### src/rtl/lsu_bus_ctrl_if.sv
// ---------------------------------------------------------------------------
// lsu_bus_ctrl_if
//   Word-oriented data bus between the load/store controller and memory.
//
//   Signals (named from the controller's point of view):
//     bus_req_o    request valid, held until bus_gnt_i
//     bus_we_o     1 = write, 0 = read
//     bus_addr_o   word address, bits [1:0] always 00
//     bus_wdata_o  lane-replicated store data
//     bus_be_o     byte enables
//     bus_gnt_i    request accepted this cycle
//     bus_rvalid_i read data valid
//     bus_rdata_i  read data (full word)
//
//   Modports: master = controller side, slave = memory side.
// ---------------------------------------------------------------------------
interface lsu_bus_ctrl_if;
    logic        bus_req_o;
    logic        bus_we_o;
    logic [31:0] bus_addr_o;
    logic [31:0] bus_wdata_o;
    logic [3:0]  bus_be_o;
    logic        bus_gnt_i;
    logic        bus_rvalid_i;
    logic [31:0] bus_rdata_i;

    modport master (
        output bus_req_o, bus_we_o, bus_addr_o, bus_wdata_o, bus_be_o,
        input  bus_gnt_i, bus_rvalid_i, bus_rdata_i
    );

    modport slave (
        input  bus_req_o, bus_we_o, bus_addr_o, bus_wdata_o, bus_be_o,
        output bus_gnt_i, bus_rvalid_i, bus_rdata_i
    );
endinterface

### src/rtl/lsu_bus_ctrl.sv
// ---------------------------------------------------------------------------
// lsu_bus_ctrl
//   Load/store bus controller behind the execute stage. Turns one memory
//   request into a word-aligned bus transaction with byte enables, stalls the
//   pipeline while it is outstanding, and writes aligned, extended load data
//   back to the register file. Flags misaligned accesses and bus timeouts.
//
//   Ports:
//     clk, rst      clock, asynchronous active-high reset
//     req_i         one-cycle request qualifier from execute
//     we_i          1 = store, 0 = load
//     addr_i        byte address
//     wdata_i       store data, LSB-justified
//     size_i        00 byte, 01 half, 10/11 word
//     unsigned_i    zero-extend load data when 1
//     rd_i          load destination register
//     flush_i       pipeline flush
//     bus           lsu_bus_ctrl_if.master data bus
//     hold_o        pipeline stall request
//     reg_we_o      load writeback strobe (one cycle)
//     reg_waddr_o   writeback register
//     reg_wdata_o   extended load data
//     misalign_o    one-cycle misaligned-access pulse
//     bus_err_o     one-cycle bus timeout pulse
// ---------------------------------------------------------------------------
module lsu_bus_ctrl #(
    parameter int unsigned TIMEOUT_CYC = 255
) (
    input  logic                  clk,
    input  logic                  rst,
    input  logic                  req_i,
    input  logic                  we_i,
    input  logic [31:0]           addr_i,
    input  logic [31:0]           wdata_i,
    input  logic [1:0]            size_i,
    input  logic                  unsigned_i,
    input  logic [4:0]            rd_i,
    input  logic                  flush_i,
    lsu_bus_ctrl_if.master        bus,
    output logic                  hold_o,
    output logic                  reg_we_o,
    output logic [4:0]            reg_waddr_o,
    output logic [31:0]           reg_wdata_o,
    output logic                  misalign_o,
    output logic                  bus_err_o
);
    localparam int unsigned CNT_W = $clog2(TIMEOUT_CYC + 1);
    localparam logic [CNT_W-1:0] TMO_VAL = CNT_W'(TIMEOUT_CYC);

    typedef enum logic [1:0] {IDLE, REQ, RESP} state_t;

    state_t           state_q, state_d;

    logic             lat_we;
    logic [31:0]      lat_addr;
    logic [31:0]      lat_wdata;
    logic [1:0]       lat_size;
    logic             lat_unsigned;
    logic [4:0]       lat_rd;
    logic             kill_q, kill_d;
    logic [CNT_W-1:0] cnt_q;
    logic [CNT_W-1:0] cnt_inc;
    logic             tmo_hit;

    logic             misalign_q, bus_err_q, reg_we_q;
    logic [4:0]       reg_waddr_q;
    logic [31:0]      reg_wdata_q;

    logic             aligned;
    logic             accept, misalign_det, timeout, wb_fire;
    logic [3:0]       lane_be;
    logic [31:0]      lane_wdata;
    logic [31:0]      shifted;
    logic [31:0]      load_ext;

    // Size 11 is treated as a word access.
    always_comb begin
        // NOTE: every signal written here gets a default first so no path
        // leaves it unassigned, which would infer a latch.
        aligned = 1'b1;
        case (size_i)
            2'b00:   aligned = 1'b1;
            2'b01:   aligned = ~addr_i[0];
            default: aligned = (addr_i[1:0] == 2'b00);
        endcase
    end

    assign cnt_inc = cnt_q + CNT_W'(1);
    // The counter value during a cycle is the number of cycles already spent
    // in REQ+RESP; the abort lands on the edge where it reaches TIMEOUT_CYC.
    assign tmo_hit = (cnt_inc == TMO_VAL);

    // Next-state and control strobes.
    always_comb begin
        state_d      = state_q;
        kill_d       = kill_q;
        accept       = 1'b0;
        misalign_det = 1'b0;
        timeout      = 1'b0;
        wb_fire      = 1'b0;
        unique case (state_q)
            IDLE: begin
                if (req_i && !flush_i) begin
                    if (aligned) begin
                        accept  = 1'b1;
                        kill_d  = 1'b0;
                        state_d = REQ;
                    end else begin
                        misalign_det = 1'b1;
                    end
                end
            end
            REQ: begin
                if (bus.bus_gnt_i && lat_we) begin
                    state_d = IDLE;                 // store completes on grant
                end else if (!bus.bus_gnt_i && flush_i) begin
                    state_d = IDLE;                 // drop ungranted request
                end else if (tmo_hit) begin
                    timeout = 1'b1;
                    state_d = IDLE;
                end else if (bus.bus_gnt_i) begin
                    // Grant beats a simultaneous flush; the load still runs
                    // to completion but its writeback is killed.
                    if (flush_i) kill_d = 1'b1;
                    state_d = RESP;
                end
            end
            RESP: begin
                if (flush_i) kill_d = 1'b1;
                if (bus.bus_rvalid_i) begin
                    wb_fire = !kill_d && (lat_rd != 5'd0);
                    state_d = IDLE;
                end else if (tmo_hit) begin
                    timeout = 1'b1;
                    state_d = IDLE;
                end
            end
            default: state_d = IDLE;
        endcase
    end

    always_ff @(posedge clk or posedge rst) begin
        // NOTE: sequential state uses non-blocking assignments so every
        // register samples its inputs from before the edge.
        if (rst) state_q <= IDLE;
        else     state_q <= state_d;
    end

    always_ff @(posedge clk or posedge rst) begin
        if (rst) begin
            lat_we       <= 1'b0;
            lat_addr     <= '0;
            lat_wdata    <= '0;
            lat_size     <= '0;
            lat_unsigned <= 1'b0;
            lat_rd       <= '0;
            kill_q       <= 1'b0;
            cnt_q        <= '0;
            misalign_q   <= 1'b0;
            bus_err_q    <= 1'b0;
            reg_we_q     <= 1'b0;
            reg_waddr_q  <= '0;
            reg_wdata_q  <= '0;
        end else begin
            kill_q <= kill_d;
            if (accept) begin
                lat_we       <= we_i;
                lat_addr     <= addr_i;
                lat_wdata    <= wdata_i;
                lat_size     <= size_i;
                lat_unsigned <= unsigned_i;
                lat_rd       <= rd_i;
                cnt_q        <= '0;
            end else if (state_q != IDLE) begin
                cnt_q <= cnt_inc;
            end
            misalign_q  <= misalign_det;
            bus_err_q   <= timeout;
            reg_we_q    <= wb_fire;
            reg_waddr_q <= wb_fire ? lat_rd   : 5'd0;
            reg_wdata_q <= wb_fire ? load_ext : 32'd0;
        end
    end

    // Store lane placement and byte enables from the latched request.
    always_comb begin
        lane_be    = 4'b1111;
        lane_wdata = lat_wdata;
        case (lat_size)
            2'b00: begin
                lane_be    = 4'b0001 << lat_addr[1:0];
                lane_wdata = {4{lat_wdata[7:0]}};
            end
            2'b01: begin
                lane_be    = 4'b0011 << lat_addr[1:0];
                lane_wdata = {2{lat_wdata[15:0]}};
            end
            default: begin
                lane_be    = 4'b1111;
                lane_wdata = lat_wdata;
            end
        endcase
    end

    // Load extraction: bring the addressed lane down to bit 0, then extend.
    always_comb begin
        shifted  = bus.bus_rdata_i >> {lat_addr[1:0], 3'b000};
        load_ext = shifted;
        case (lat_size)
            2'b00:   load_ext = lat_unsigned ? {24'd0, shifted[7:0]}
                                             : {{24{shifted[7]}}, shifted[7:0]};
            2'b01:   load_ext = lat_unsigned ? {16'd0, shifted[15:0]}
                                             : {{16{shifted[15]}}, shifted[15:0]};
            default: load_ext = shifted;
        endcase
    end

    // Bus fields are zero outside REQ so nothing leaks while idle or waiting.
    assign bus.bus_req_o   = (state_q == REQ);
    assign bus.bus_we_o    = (state_q == REQ) && lat_we;
    assign bus.bus_addr_o  = (state_q == REQ) ? {lat_addr[31:2], 2'b00} : 32'd0;
    assign bus.bus_wdata_o = (state_q == REQ) ? lane_wdata : 32'd0;
    assign bus.bus_be_o    = (state_q == REQ) ? lane_be : 4'd0;

    assign hold_o      = (state_q != IDLE) || accept;
    assign reg_we_o    = reg_we_q;
    assign reg_waddr_o = reg_waddr_q;
    assign reg_wdata_o = reg_wdata_q;
    assign misalign_o  = misalign_q;
    assign bus_err_o   = bus_err_q;
endmodule
### src/flat_wrapper.sv
// flat-port wrapper written by rule: the top's interface ports become plain ports
module lsu_bus_ctrl_flat 
#(
    parameter int unsigned TIMEOUT_CYC = 255
)
  (clk, rst, req_i, we_i, addr_i, wdata_i, size_i, unsigned_i, rd_i, flush_i, hold_o, reg_we_o, reg_waddr_o, reg_wdata_o, misalign_o, bus_err_o, bus_bus_req_o, bus_bus_we_o, bus_bus_addr_o, bus_bus_wdata_o, bus_bus_be_o, bus_bus_gnt_i, bus_bus_rvalid_i, bus_bus_rdata_i);
  lsu_bus_ctrl_if bus_i ();
  input  logic clk;
  input  logic rst;
  input  logic req_i;
  input  logic we_i;
  input  logic [31:0] addr_i;
  input  logic [31:0] wdata_i;
  input  logic [1:0] size_i;
  input  logic unsigned_i;
  input  logic [4:0] rd_i;
  input  logic flush_i;
  output logic hold_o;
  output logic reg_we_o;
  output logic [4:0] reg_waddr_o;
  output logic [31:0] reg_wdata_o;
  output logic misalign_o;
  output logic bus_err_o;
  output wire logic [$bits(bus_i.bus_req_o)-1:0] bus_bus_req_o;
  output wire logic [$bits(bus_i.bus_we_o)-1:0] bus_bus_we_o;
  output wire logic [$bits(bus_i.bus_addr_o)-1:0] bus_bus_addr_o;
  output wire logic [$bits(bus_i.bus_wdata_o)-1:0] bus_bus_wdata_o;
  output wire logic [$bits(bus_i.bus_be_o)-1:0] bus_bus_be_o;
  input wire logic [$bits(bus_i.bus_gnt_i)-1:0] bus_bus_gnt_i;
  input wire logic [$bits(bus_i.bus_rvalid_i)-1:0] bus_bus_rvalid_i;
  input wire logic [$bits(bus_i.bus_rdata_i)-1:0] bus_bus_rdata_i;
  assign bus_bus_req_o = bus_i.bus_req_o;
  assign bus_bus_we_o = bus_i.bus_we_o;
  assign bus_bus_addr_o = bus_i.bus_addr_o;
  assign bus_bus_wdata_o = bus_i.bus_wdata_o;
  assign bus_bus_be_o = bus_i.bus_be_o;
  assign bus_i.bus_gnt_i = bus_bus_gnt_i;
  assign bus_i.bus_rvalid_i = bus_bus_rvalid_i;
  assign bus_i.bus_rdata_i = bus_bus_rdata_i;
  lsu_bus_ctrl #(.TIMEOUT_CYC(TIMEOUT_CYC)) u_core (.clk(clk), .rst(rst), .req_i(req_i), .we_i(we_i), .addr_i(addr_i), .wdata_i(wdata_i), .size_i(size_i), .unsigned_i(unsigned_i), .rd_i(rd_i), .flush_i(flush_i), .bus(bus_i), .hold_o(hold_o), .reg_we_o(reg_we_o), .reg_waddr_o(reg_waddr_o), .reg_wdata_o(reg_wdata_o), .misalign_o(misalign_o), .bus_err_o(bus_err_o));
endmodule
### config.mk
export PLATFORM = sky130hd
export DESIGN_NAME = lsu_bus_ctrl_flat
export DESIGN_NICKNAME = d
export VERILOG_FILES = /design/src/rtl/lsu_bus_ctrl_if.sv /design/src/rtl/lsu_bus_ctrl.sv /design/src/flat_wrapper.sv
export SDC_FILE = /design/constraint.sdc
export NUM_CORES = 1
export LEC_CHECK = 0
export BUFFER_PORTS_ARGS = -buffer_cell sky130_fd_sc_hd__buf_2
export CAP_MARGIN = 20
export CORE_UTILIZATION = 50
export DETAILED_ROUTE_END_ITERATION = 12
export PLACE_DENSITY_LB_ADDON = 0.2
export SYNTH_ARGS = -nofsm -noshare
export SYNTH_HDL_FRONTEND = slang
export SYNTH_SLANG_ARGS = --single-unit
export TNS_END_PERCENT = 20
### constraint.sdc
create_clock -name clk -period 4.1 [get_ports clk]
set_clock_uncertainty 0.2 [all_clocks]
set_input_delay 0.205 -clock clk [delete_from_list [all_inputs] [get_ports clk]]
set_output_delay 0.205 -clock clk [all_outputs]
set_load 0.05 [all_outputs]
Yosys cells after proc, flatten, opt, wreduce, memory -nomap -nowiden
Index checks and enable logic that the tools add are counted.
- bits in registers: 124
- input bits: 111
- output and inout port bits: 111
- word-level logic and storage cells: 95
- add/subtract/negate cells: 1
- eq/ne operators: 13
- shift operators: 3
- multiplexer cells: 44
- bitwise operators: 1
- reduce and logical (&&, ||, !) cells: 19
- operators with widths (cell ; count):
    two-way mux 32 bit ; 5
    case mux 32 bit (2 select lines) ; 2
    right shift 32 x 5 -> 32 bit ; 1
    two-way mux 1 bit ; 20
    two-way mux 2 bit ; 8
    two-way mux 8 bit ; 2
    adder 8 x 1 -> 8 bit (second input constant) ; 1
    == test 8 bit (second input constant) ; 1
    logical NOT 2 bit ; 4
    case mux 4 bit (2 select lines) ; 1
    AND reduction 7 bit ; 1
    == test 2 x 1 -> 1 bit (second input constant) ; 3
    != test 2 x 1 -> 1 bit (second input constant) ; 3
    != test 2 bit (second input constant) ; 3
    case mux 2 bit (3 select lines) ; 1
    logical AND 1 bit ; 5
    two-way mux 5 bit ; 1
    != test 5 x 1 -> 1 bit (second input constant) ; 1
    nonzero test 5 bit ; 1
    two-way mux 4 bit ; 1
    case mux 1 bit (2 select lines) ; 2
    AND reduction 4 bit ; 1
    nonzero test 2 bit ; 2
    << shifter 1 x 2 -> 4 bit (first input constant) ; 1
    8 further kinds ; 10

Depth between registers and ports, before layout
Gate-level depths: netlist (run 1).
- word-level depth: 7
- mapped depth: 8
- mapped depth without buffers: 8

Least setup slack after synthesis (run 1)
OpenSTA, ideal clock, no wires.
- path kind: flip-flop to output port
- from: register u_core.state_q[1]
- to: output port bus_bus_wdata_o[10]
- arrival time: 2.549 ns
- data required time: 3.695 ns
- path slack: 1.146 ns
- stages on the path, launching flop included: 5
- buffers on the path: 1
- path through: dfrtp_1 > inv_1 > ha_1 > clkbuf_1 > a21boi_0
- longest elaborated chain between the ends: 2
- ends and longest elaborated chain (what ; line ; RTL):
    from (decl) ; lsu_bus_ctrl.sv:52 ; state_t state_q, state_d;
    from (signal assigned) ; lsu_bus_ctrl.sv:146 ; else state_q <= state_d;
    == test 2 x 1 -> 1 bit ; n/a ;
    net bus_bus_req_o ; flat_wrapper.sv:24 ; output wire logic [$bits(bus_i.bus_req_o)-1:0] bus_bus_req_o;
    two-way mux 32 bit ; lsu_bus_ctrl.sv:222 ; assign bus.bus_wdata_o = (state_q == REQ) ? lane_wdata : 32'd0;
    to (decl) ; flat_wrapper.sv:27 ; output wire logic [$bits(bus_i.bus_wdata_o)-1:0] bus_bus_wdata_o;
The timed path passes the listed nets, and every way through them passes these cells.

Worst setup path in the final report (run 1)
- from: register u_core.lat_size[1]
- to: output port bus_bus_wdata_o[12]
- longest elaborated chain between the ends: 3
- elaborated cells on any way between the ends: 4
- those cells by class: 1 x eq/ne; 2 x mux; 1 x reduce/logical
- ends and longest elaborated chain (what ; line ; RTL):
    from (decl) ; lsu_bus_ctrl.sv:57 ; logic [1:0] lat_size;
    from (signal assigned) ; lsu_bus_ctrl.sv:170 ; lat_size <= size_i;
    == test 2 x 1 -> 1 bit / logical NOT 2 bit (equally long branches) ; lsu_bus_ctrl.sv:189 ; case (lat_size)
    case mux 32 bit (2 select lines) * ; lsu_bus_ctrl.sv:189 ;
    two-way mux 32 bit * ; lsu_bus_ctrl.sv:222 ;
Every way passes the cells marked *; elsewhere a longest branch is shown, timed or not.

==> flow_summary_export.csv, run 1 <==
group,metric,value,unit
logic_synthesis,yosys-top-cells-area,"dfrtp_1, mux2_1, mux2i_1, and2_1, mux2_2",
floorplan,ioPinCount,222,
clock_tree,clock_latency,0.41,ns
global_routing,grt_first_pass_wirelength,28400,µm
pwr,power_frac_comb,0.442,
route,drt_iter0_drc,257,
timing,setup-violations-final,0,
floorplan,dieArea,12950,µm²
timing,layout_min_cycle_time,3.125,ns
logic_synthesis,ys_seq_elements,124,
pwr,power.leakage,4.430,nW
worst_setup_path,required,3.69,ns
worst_setup_path,path_max_fanout,48,
global_routing,grtUsageTotal,0.2871,
pwr,p_switching,2.825,mW
layout,multi_input_area,2895,µm²
logic_synthesis,synth_async_sr_flop_share,1.000,
timing,setup-tns-final,0,ns
logic_synthesis,synthCells,569,
clock_tree,h-tree-depth,4,
layout,regArea,3104,µm²
clock_tree,cts_sinks,124,
timing,whs,0.02072,ns
timing,setup_ws,0.9752,ns
route,dr.pass1.iters,4,
route,remaining_drc_errors,0,
floorplan,core-area,12110,µm²
placement,hpwl,10990,µm
timing,tightest_slew,1.042,ns
min_path,hold_path_class,"input port to register",
worst_setup_path,cp_data_arrival_time,2.72,ns
outcome,outcome,"finished, final reports clean",
global_routing,grt_overflow_total,0,
logic_synthesis,netlist.area_leader.share,0.4964,
logic_synthesis,synth-edff-count,0,
placement,gp_congestion,0.8953,
timing,rsz0062_at_grt,"false",
worst_setup_path,worstSetupPathType,"register to primary output",
pwr,seqPwrFrac,0.322,
timing,maxSlewViolCount,0,
layout,diodes,0,
global_routing,grt_max_degree,75,
clock_tree,cts_tree,"built",
global_routing,antenna_found_initial,0,
clock_tree,clk_path_buf_depth,2,
layout,n_fill_cell,840,
layout,fin_nets,976,
logic_synthesis,seq_area_frac_synth,0.4964,
clock_tree,root_buffer,"clkbuf_16",
pwr,power.density,722.1,nW/µm²
floorplan,start_util,0.5161,
layout,syn_to_final_growth,42.47,%
pwr,clockPowerShare,0.236,
logic_synthesis,synth_top_area_cell,"dfrtp_1",
logic_synthesis,yosysWarnings,0,
logic_synthesis,synth_most_common_cell,"dfrtp_1",
logic_synthesis,synthFlopType,"dfrtp_1",
timing,finalHoldViolations,0,
clock_tree,cts_resized,0,
timing,slew-limit-headroom,0.3055,
route,viasPerCell,5.207,
global_routing,grt_pass1_vias,5746,
route,ant_nets,0,
logic_synthesis,synth_common_cells,"dfrtp_1, nand2_1, and2_1, mux2_1, mux2i_1",
route,wl,17580,µm
floorplan,die_width,113.8,µm
placement,place_ws,1.479,ns
pwr,ir_drop,595.4,µV
worst_setup_path,start_kind,"register",
logic_synthesis,yosysUniqueCellTypes,50,
layout,fin_cells,1041,
logic_synthesis,avgSynthCellArea,10.99,µm²
timing,fmax,0.3200,GHz
floorplan,rows,40,
flow_run,maxCapViolCount,0,
clock_tree,cts_hold_buf,89,
route,wl_per_cell,16.89,µm
clock_tree,clk_pin_slew_worst_paths,0.05,ns
clock_tree,post_cts_buffers,0,
logic_synthesis,netlist_area,6251,µm²
layout,drive_gt1_frac,0.3436,
timing,post-route-period-util,0.7621,
placement,port_buffers,219,
clock_tree,numCtsBuffers,17,
pwr,total_power,6.431,mW
floorplan,die_y,113.8,µm
placement,dp.cells,920,
route,vias,5421,
worst_setup_path,end_kind,"primary output",
pwr,internal-power,3.606,mW
pwr,switching_share,0.4393,
-- cell families (layout without fill, tap and decap cells) --
logic type | Yosys count | after routing | share of synthesized area
xor+xnor | 6 | 6 | 0.008408
buf+inv | 54 | 357 | 0.04143
compound gates | 92 | 92 | 0.1051
flops | 124 | 124 | 0.4964
mux | 109 | 109 | 0.1894
other cells | 1 | 2 | 0.0005999
simple gates | 178 | 178 | 0.1487
fa+ha+maj | 5 | 5 | 0.01001
-- critical path, stage by stage, from the launching register on --
cell	delay, ns
dfrtp_2	0.94
or2_1	0.65
nand2_1	0.14
a21boi_0	0.23
buf_2	0.30
-- path summary, 6_finish.rpt --
kind                            slack [ns]                from                      to  depth (start not counted)
worst max-delay path                  0.98  u_core.lat_size[1]     bus_bus_wdata_o[12]                          4
worst min-delay path                  0.02  bus_bus_rdata_i[8]   u_core.reg_wdata_o[0]                          3
worst max register to register        1.34   u_core.state_q[0]   u_core.reg_wdata_o[5]                          8
worst min register to register        0.29  u_core.lat_addr[3]      u_core.lat_addr[3]                          1
max in group asynchronous             2.58                 rst   u_core.reg_waddr_o[2]                          4
min in group asynchronous             0.29                 rst  u_core.reg_wdata_o[23]                          3
-- cell type report --
type	instances	area share
Clock buffer	26	0.05493
Inverter	12	0.006884
Tap cell	168	0.02360
Clock inverter	6	0.01222
Sequential cell	124	0.3486
Timing Repair Buffer	313	0.2287
Multi-Input combinational cell	392	0.3251
-- power by group through the flow --
stage,combinational [mW],sequential (mW),clock (mW)
after CTS,2.82,2.05,1.53
final,2.84,2.07,1.51
after global placement,2.69,2.04,0
after floorplan,2.32,1.84,0
after detailed placement,2.74,2.06,0
after global routing,3.06,2.14,1.59
-- metal layers --
layer  up-vias  wire length, µm  track usage
met2       213             8996       0.5089
met5         -                0            0
met4         0              346       0.1108
li1       2527                -            -
met3        35             1168      0.07279
met1      2646             7071       0.3344
-- through the flow --
| step | util | area, µm² |
|---|---|---|
| after floorplan | - | 6255 |
| after global placement | 0.6124 | 7417 |
| after detailed placement | 0.6124 | 7417 |
| after CTS | 0.7353 | 8906 |
| after global routing | 0.7353 | 8906 |
| final | 0.7353 | 8906 |
-- cell usage in the layout (no fill, tap or decap), types with 2 or more instances in the layout --
master	netlist	routed
a21boi_0	8	8
clkbuf_8	0	3
and3_4	2	2
nand2b_1	2	2
inv_1	10	9
o21a_1	4	4
clkbuf_16	0	17
xor2_1	3	3
dlygate4sd3_1	0	89
clkinv_2	0	2
o22ai_1	3	3
a211oi_2	2	2
ha_1	5	4
a21oi_1	4	4
nor2_1	22	22
xnor2_1	3	3
o21ai_0	32	32
bufinv_16	0	3
nand3b_1	3	3
nor3_1	2	2
mux2_2	26	26
nand2_1	64	64
conb_1	1	2
clkbuf_1	20	6
nand3_1	4	4
buf_2	13	219
and2_1	52	52
a211oi_1	20	20
dfrtp_1	124	123
a21oi_2	9	9
nor2b_1	18	18
mux2_1	48	48
mux2i_1	35	35
nand4_1	2	2
buf_4	7	4
-- flip-flops by register name (all words and copies together), names as in the netlist, 2 cells and up --
signal              cells
u_core.lat_wdata       32
u_core.lat_rd           5
u_core.cnt_q            8
u_core.state_q          2
u_core.lat_addr        32
u_core.lat_size         2
u_core.reg_wdata_o     32
u_core.reg_waddr_o      5
Power figures use the tool's default switching activity.
==> run 2, diff against run 1 <==
- ABC_AREA: default -> 1
- CORE_UTILIZATION: 50 -> 45
- clock period: 4.1 -> 2.7 ns (I/O delays scaled with it)
==> run 2 against run 1 <==
The flow now finishes with violations (negative hold slack). Critical endpoint is now u_core.reg_wdata_o[11]. Utilization down 4.1 points. Highest routed layer unchanged. Largest cell class unchanged. Clock power up 30%. Critical path depth up 4.
==> flow_summary_export.csv, run 2 <==
group,metric,value,unit
global_routing,grtUsageTotal,0.2717,
timing,slew-limit-headroom,0.6563,
layout,mostFrequentLayoutCells,"buf_2, nand2_1, inv_1, dlygate4sd3_1, dfrtp_1",
pwr,ir_drop,841.7,µV
route,drt_iter0_drc,465,
clock_tree,post_cts_buffers,0,
timing,whs,-0.001903,ns
global_routing,grt_max_degree,138,
pwr,power.leakage,5.410,nW
floorplan,ioPinCount,222,
floorplan,rows,42,
layout,syn_to_final_growth,48.89,%
route,met2_length,9304,µm
worst_setup_path,path_max_fanout,29,
logic_synthesis,seq_area_frac_synth,0.4988,
placement,gp_congestion,0.8811,
route,ant_nets,0,
global_routing,antenna_found_initial,0,
worst_setup_path,r2r_setup_slack,0.16,ns
pwr,total_power,10.36,mW
worst_setup_path,start_kind,"register",
logic_synthesis,synth_top_family_by_area,"simple AND/OR/NAND/NOR gates",
timing,setup-violations-final,0,
clock_tree,cts_tree,"built",
clock_tree,h-tree-depth,4,
floorplan,die_width,119.6,µm
logic_synthesis,synth-edff-count,0,
logic_synthesis,synthCells,818,
logic_synthesis,synth_xor_area_frac,0,
worst_setup_path,critPathTopFamily,"buffers and inverters",
route,viasPerCell,4.841,
outcome,outcome,"finished with violations",
worst_setup_path,crit_chain,"inv_2 > buf_6 > nand2_1 > nand3_1 > dlygate4sd3_1 > nand3_1 > dlygate4sd3_1 > a21oi_1",
logic_synthesis,synthAdderAreaFrac,0.01006,
logic_synthesis,netlist.area_leader.share,0.4988,
worst_setup_path,required,2.82,ns
logic_synthesis,synthFlopType,"dfrtp_1",
worst_setup_path,crit_path_max_incr_delay,0.59,ns
timing,post-route-period-util,0.9397,
logic_synthesis,ys_seq_elements,124,
global_routing,grt_overflow_total,0,
floorplan,die_y,119.6,µm
global_routing,grt_pass1_vias,6345,
clock_tree,root_buffer,"clkbuf_16",
route,wl,18820,µm
layout,final_common_cell,"buf_2",
logic_synthesis,synth_compound_area_frac,0.1305,
logic_synthesis,synth_common_cells,"nand2_1, inv_1, dfrtp_1, o21ai_0, nor2_1",
flow_run,maxCapViolCount,0,
route,dr.max_layer_used,"met4",
logic_synthesis,synthMuxAreaShare,0,
worst_setup_path,worstSetupPathType,"register to register",
timing,fmax,0.3942,GHz
layout,n_fill_cell,1074,
clock_tree,clk_path_buf_depth,2,
logic_synthesis,synth_async_sr_flop_share,1.000,
placement,port_buffers,219,
logic_synthesis,synth-simple-area-share,0.2313,
timing,maxSlewViolCount,0,
outcome,violations,"negative hold slack",
clock_tree,clk_pin_slew_worst_paths,0.05,ns
route,vias,6482,
route,wl_per_cell,14.05,µm
logic_synthesis,yosysUniqueCellTypes,31,
route,dr.pass1.iters,7,
timing,finalHoldViolations,1,
worst_setup_path,end_kind,"register",
logic_synthesis,synth_most_common_cell,"nand2_1",
route,met3_length,1321,µm
floorplan,start_util,0.4661,
logic_synthesis,netlist_area,6221,µm²
logic_synthesis,yosys-top-cells-area,"dfrtp_1, nand2_1, inv_1, o21ai_0, nor2_1",
route,wl_met1,7643,µm
worst_setup_path,slowest_stage,"dlygate4sd3_1",
logic_synthesis,yosysWarnings,0,
floorplan,dieArea,14300,µm²
layout,diodes,0,
logic_synthesis,avgSynthCellArea,7.605,µm²
timing,rsz0062_at_grt,"false",
clock_tree,numCtsBuffers,17,
clock_tree,cts_sinks,124,
logic_synthesis,synth_top_area_cell,"dfrtp_1",
floorplan,core-area,13350,µm²
layout,drive_gt1_frac,0.2451,
placement,hpwl,12110,µm
worst_setup_path,cp_data_arrival_time,2.66,ns
timing,setup-tns-final,0,ns
min_path,hold_path_class,"input port to register",
timing,layout_min_cycle_time,2.537,ns
layout,fin_nets,1268,
pwr,power.density,1119,nW/µm²
timing,tightest_slew,0.5150,ns
global_routing,grt_first_pass_wirelength,30250,µm
route,remaining_drc_errors,0,
worst_setup_path,crit_buf_inv,4,
clock_tree,clock_latency,0.41,ns
[run 2: worst paths after layout]
path / cells past startpoint / startpoint / endpoint
max: 8 / u_core.lat_addr[0] / u_core.reg_wdata_o[11]
min: 7 / bus_bus_rdata_i[31] / u_core.reg_wdata_o[31]
max reg2reg: 8 / u_core.lat_addr[0] / u_core.reg_wdata_o[11]
min reg2reg: 2 / u_core.lat_addr[16] / u_core.lat_addr[16]
max in group asynchronous: 4 / rst / u_core.lat_addr[24]
min in group asynchronous: 3 / rst / u_core.lat_addr[14]
[run 2: repair_timing]
action	in CTS	in global routing
hold buffers	126	0
setup endpoints to repair	0	1
endpoints found under the hold margin	230	0
gates resized for setup	0	2
[run 2: power breakdown]
group / switching, mW / leakage (nW) / internal (mW) / total (mW)
Clock: 0.788 / 0.248 / 1.17 / 1.96
Sequential: 0.464 / 1.60 / 2.47 / 2.93
Combinational: 3.93 / 3.56 / 1.54 / 5.47
[run 2: tightest hold or removal path: cells and delay by family]
kind	cells	cell delay [ns]
buffers and inverters	3	0.22
and+or+nand+nor	4	0.21
[run 2: through the flow]
stage          worst slack, ns  hold WS (ns)  cell area (µm²)  instances    util
2_1_floorplan          0.05771       0.07755             6228        819       -
3_3_place_gp            0.6448      -0.06035             7493       1183  0.5614
3_5_place_dp            0.6309      -0.05778             7493       1183  0.5614
4_1_cts                 0.1390     0.0009152             9255       1339  0.6934
5_1_grt                0.05536       0.02080             9263       1339  0.6939
6_report                0.1629     -0.001903             9263       1339  0.6939
[run 2: kinds of logic (layout without fill, tap and decap cells)]
| group | after synthesis | after routing |
|---|---|---|
| compound gates | 152 | 152 |
| buf+inv | 196 | 540 |
| other cells | 1 | 2 |
| fa+ha+maj | 5 | 5 |
| flops | 124 | 124 |
| simple gates | 340 | 340 |
[run 2: area by class of cell]
cell class	instances	area, µm²	area share
clock buffers	21	450.4	0.04863
clock inverters	9	50.05	0.005403
inverters	151	570.5	0.06160
multi-input cells	499	2336	0.2522
flip-flops and latches	124	3103	0.3350
well taps	176	220.2	0.02377
repair buffers	359	2532	0.2734
[run 2: per-layer routing]
metal	up-vias	global-route usage
met3	39	0.05466
met1	2967	0.3301
li1	3175	-
met5	-	0
met4	0	0.1203
met2	301	0.4660
==> run 3, diff against run 2 <==
- GPL_TIMING_DRIVEN: default -> 0
==> run 3 against run 2 <==
The run now ends clean. Routed wire length rose by 8.4%. Clock power increased by 34%. Cell area is 3.6% higher. Sequential share of layout area fell by 1.2 points. Setup slack got worse by 0.044 ns. First-iteration DRC count rose by 12%. Flip-flop and latch count is the same. Utilization rose by 2.5 points. Largest cell class unchanged. Highest routed layer unchanged.
==> flow_summary_export.csv, run 3 (synthesized netlist as in run 2, its figures left out) <==
group,metric,value,unit
outcome,outcome,"finished, final reports clean",
floorplan,start_util,0.4661,
placement,hpwl,13260,µm
layout,syn_to_final_growth,54.26,%
layout,mostFrequentLayoutCells,"buf_2, nand2_1, inv_1, dlygate4sd3_1, dfrtp_1",
worst_setup_path,required,2.83,ns
pwr,p_switching,5.339,mW
layout,fin_nets,1302,
floorplan,dieArea,14300,µm²
floorplan,ioPinCount,222,
layout,n_fill_cell,1006,
worst_setup_path,start_kind,"register",
floorplan,die_width,119.6,µm
clock_tree,clock_latency,0.41,ns
worst_setup_path,worstSetupPathType,"register to register",
pwr,power.leakage,5.590,nW
worst_setup_path,end_kind,"register",
worst_setup_path,cp_data_arrival_time,2.71,ns
timing,slew-limit-headroom,0.6318,
route,remaining_drc_errors,0,
global_routing,grt_overflow_total,0,
clock_tree,post_cts_buffers,0,
timing,post-route-period-util,0.9559,
floorplan,rows,42,
layout,fin_cells,1376,
pwr,power_frac_comb,0.502,
flow_run,maxCapViolCount,0,
route,dr.pass1.iters,5,
clock_tree,numCtsBuffers,17,
pwr,seqPwrFrac,0.262,
timing,setup-violations-final,0,
route,vias,6768,
clock_tree,root_buffer,"clkbuf_16",
placement,dp.cells,1217,
route,wl_per_cell,14.83,µm
timing,tightest_slew,0.5523,ns
worst_setup_path,crit_path_max_incr_delay,0.58,ns
worst_setup_path,path_max_fanout,19,
layout,drive_gt1_frac,0.2602,
timing,maxSlewViolCount,0,
pwr,internal-power,5.806,mW
pwr,switching_share,0.4791,
global_routing,grt_max_degree,39,
route,viasPerCell,4.919,
global_routing,grt_pass1_vias,6705,
clock_tree,clk_path_buf_depth,2,
clock_tree,h-tree-depth,4,
worst_setup_path,crit_chain,"buf_2 > nand2_1 > nand3_1 > dlygate4sd3_1 > nand3_1 > dlygate4sd3_1 > a21oi_1",
route,ant_nets,0,
pwr,ir_drop,1059,µV
placement,gp_congestion,0.9165,
layout,regArea,3103,µm²
floorplan,core-area,13350,µm²
timing,layout_min_cycle_time,2.581,ns
route,wl,20400,µm
route,drt_iter0_drc,522,
clock_tree,cts_sinks,124,
pwr,clockPowerShare,0.236,
timing,finalHoldViolations,0,
floorplan,die_y,119.6,µm
layout,final_common_cell,"buf_2",
placement,port_buffers,219,
worst_setup_path,slowest_stage,"dlygate4sd3_1",
timing,setup-tns-final,0,ns
pwr,power.density,1161,nW/µm²
global_routing,antenna_found_initial,1,
clock_tree,cts_tree,"built",
global_routing,grt_first_pass_wirelength,32400,µm
timing,rsz0062_at_grt,"false",
worst_setup_path,critPathTopFamily,"buffers and inverters",
clock_tree,clk_pin_slew_worst_paths,0.05,ns
min_path,hold_path_class,"input port to register",
global_routing,grtUsageTotal,0.2937,
timing,fmax,0.3875,GHz
layout,multi_input_area,2345,µm²
worst_setup_path,crit_buf_inv,3,
==> run 3: cell count changes in the layout (fill, tap and decap cells not counted), moves of 2 or more <==
| cell | previous run | this run |
|---|---|---|
| clkinv_2 | 7 | 3 |
| clkbuf_2 | 0 | 8 |
| bufinv_16 | 0 | 6 |
| dlygate4sd3_1 | 126 | 128 |
| clkbuf_8 | 1 | 3 |
| clkinv_4 | 0 | 2 |
| buf_2 | 219 | 239 |
| buf_4 | 7 | 3 |
| clkinvlp_4 | 3 | 1 |
| clkbuf_1 | 3 | 9 |
==> run 3: final cells by class <==
class                      instances  area share
inverter                         151     0.05945
tap                              176     0.02295
multi-input combinational        499      0.2443
clock buffer                      21     0.04902
antenna                            1   0.0002608
buffer                            43     0.02451
clock inverter                    11     0.02216
timing repair buffer             350      0.2540
sequential                       124      0.3233
==> run 3: per-stage QoR <==
stage	instance area [µm²]	util	setup WS, ns	hold slack [ns]	power, mW
floorplan	6228	-	0.05771	0.07755	6.770
global placement	7545	0.5652	-0.03674	0.1870	8.070
detailed placement	7605	0.5697	-0.02751	-0.007265	8.132
CTS	9583	0.7179	0.03432	0.002378	11.06
global route	9597	0.7190	0.004713	0.03082	11.79
finish	9597	0.7190	0.1190	0.01442	11.15
==> run 3: timing repair <==
| item | CTS | global route |
|---|---|---|
| setup endpoints to repair | 51 | 32 |
| hold endpoints to repair | 193 | 0 |
| hold buffers | 128 | 0 |
| gates resized for setup | 7 | 5 |
==> run 3: power by group through the flow <==
stage	registers, mW	clock network (mW)	logic, mW
after floorplan	2.87	0	3.90
after global placement	2.90	0	5.17
after detailed placement	2.90	0	5.23
after CTS	2.89	2.66	5.51
after global routing	2.98	2.74	6.07
final	2.91	2.63	5.60
==> run 3: final timing paths <==
| check | startpoint | endpoint | slack [ns] | cells after the start |
|---|---|---|---|---|
| setup / recovery | u_core.lat_addr[0] | u_core.reg_wdata_o[10] | 0.12 | 7 |
| hold / removal | bus_bus_rdata_i[15] | u_core.reg_wdata_o[7] | 0.01 | 6 |
| setup reg to reg | u_core.lat_addr[0] | u_core.reg_wdata_o[10] | 0.12 | 7 |
| hold reg to reg | u_core.lat_addr[13] | u_core.lat_addr[13] | 0.28 | 2 |
| max in group asynchronous | rst | u_core.reg_wdata_o[30] | 1.36 | 5 |
| min in group asynchronous | rst | u_core.lat_addr[13] | 0.14 | 3 |
==> run 3: tightest hold or removal path: stages <==
cell and delay (ns):
buf_2 0.10, nand2_1 0.06, nand3_1 0.07, o21a_2 0.14, inv_1 0.05, nor2_1 0.03
==> run 3: routing by layer <==
metal  track usage  part of all wire  up-vias
met5             0                 0        -
li1              -                 -     3251
met3       0.07177             0.076       56
met2        0.5079              0.50      344
met1        0.3423              0.40     3117
met4        0.1359             0.030        0
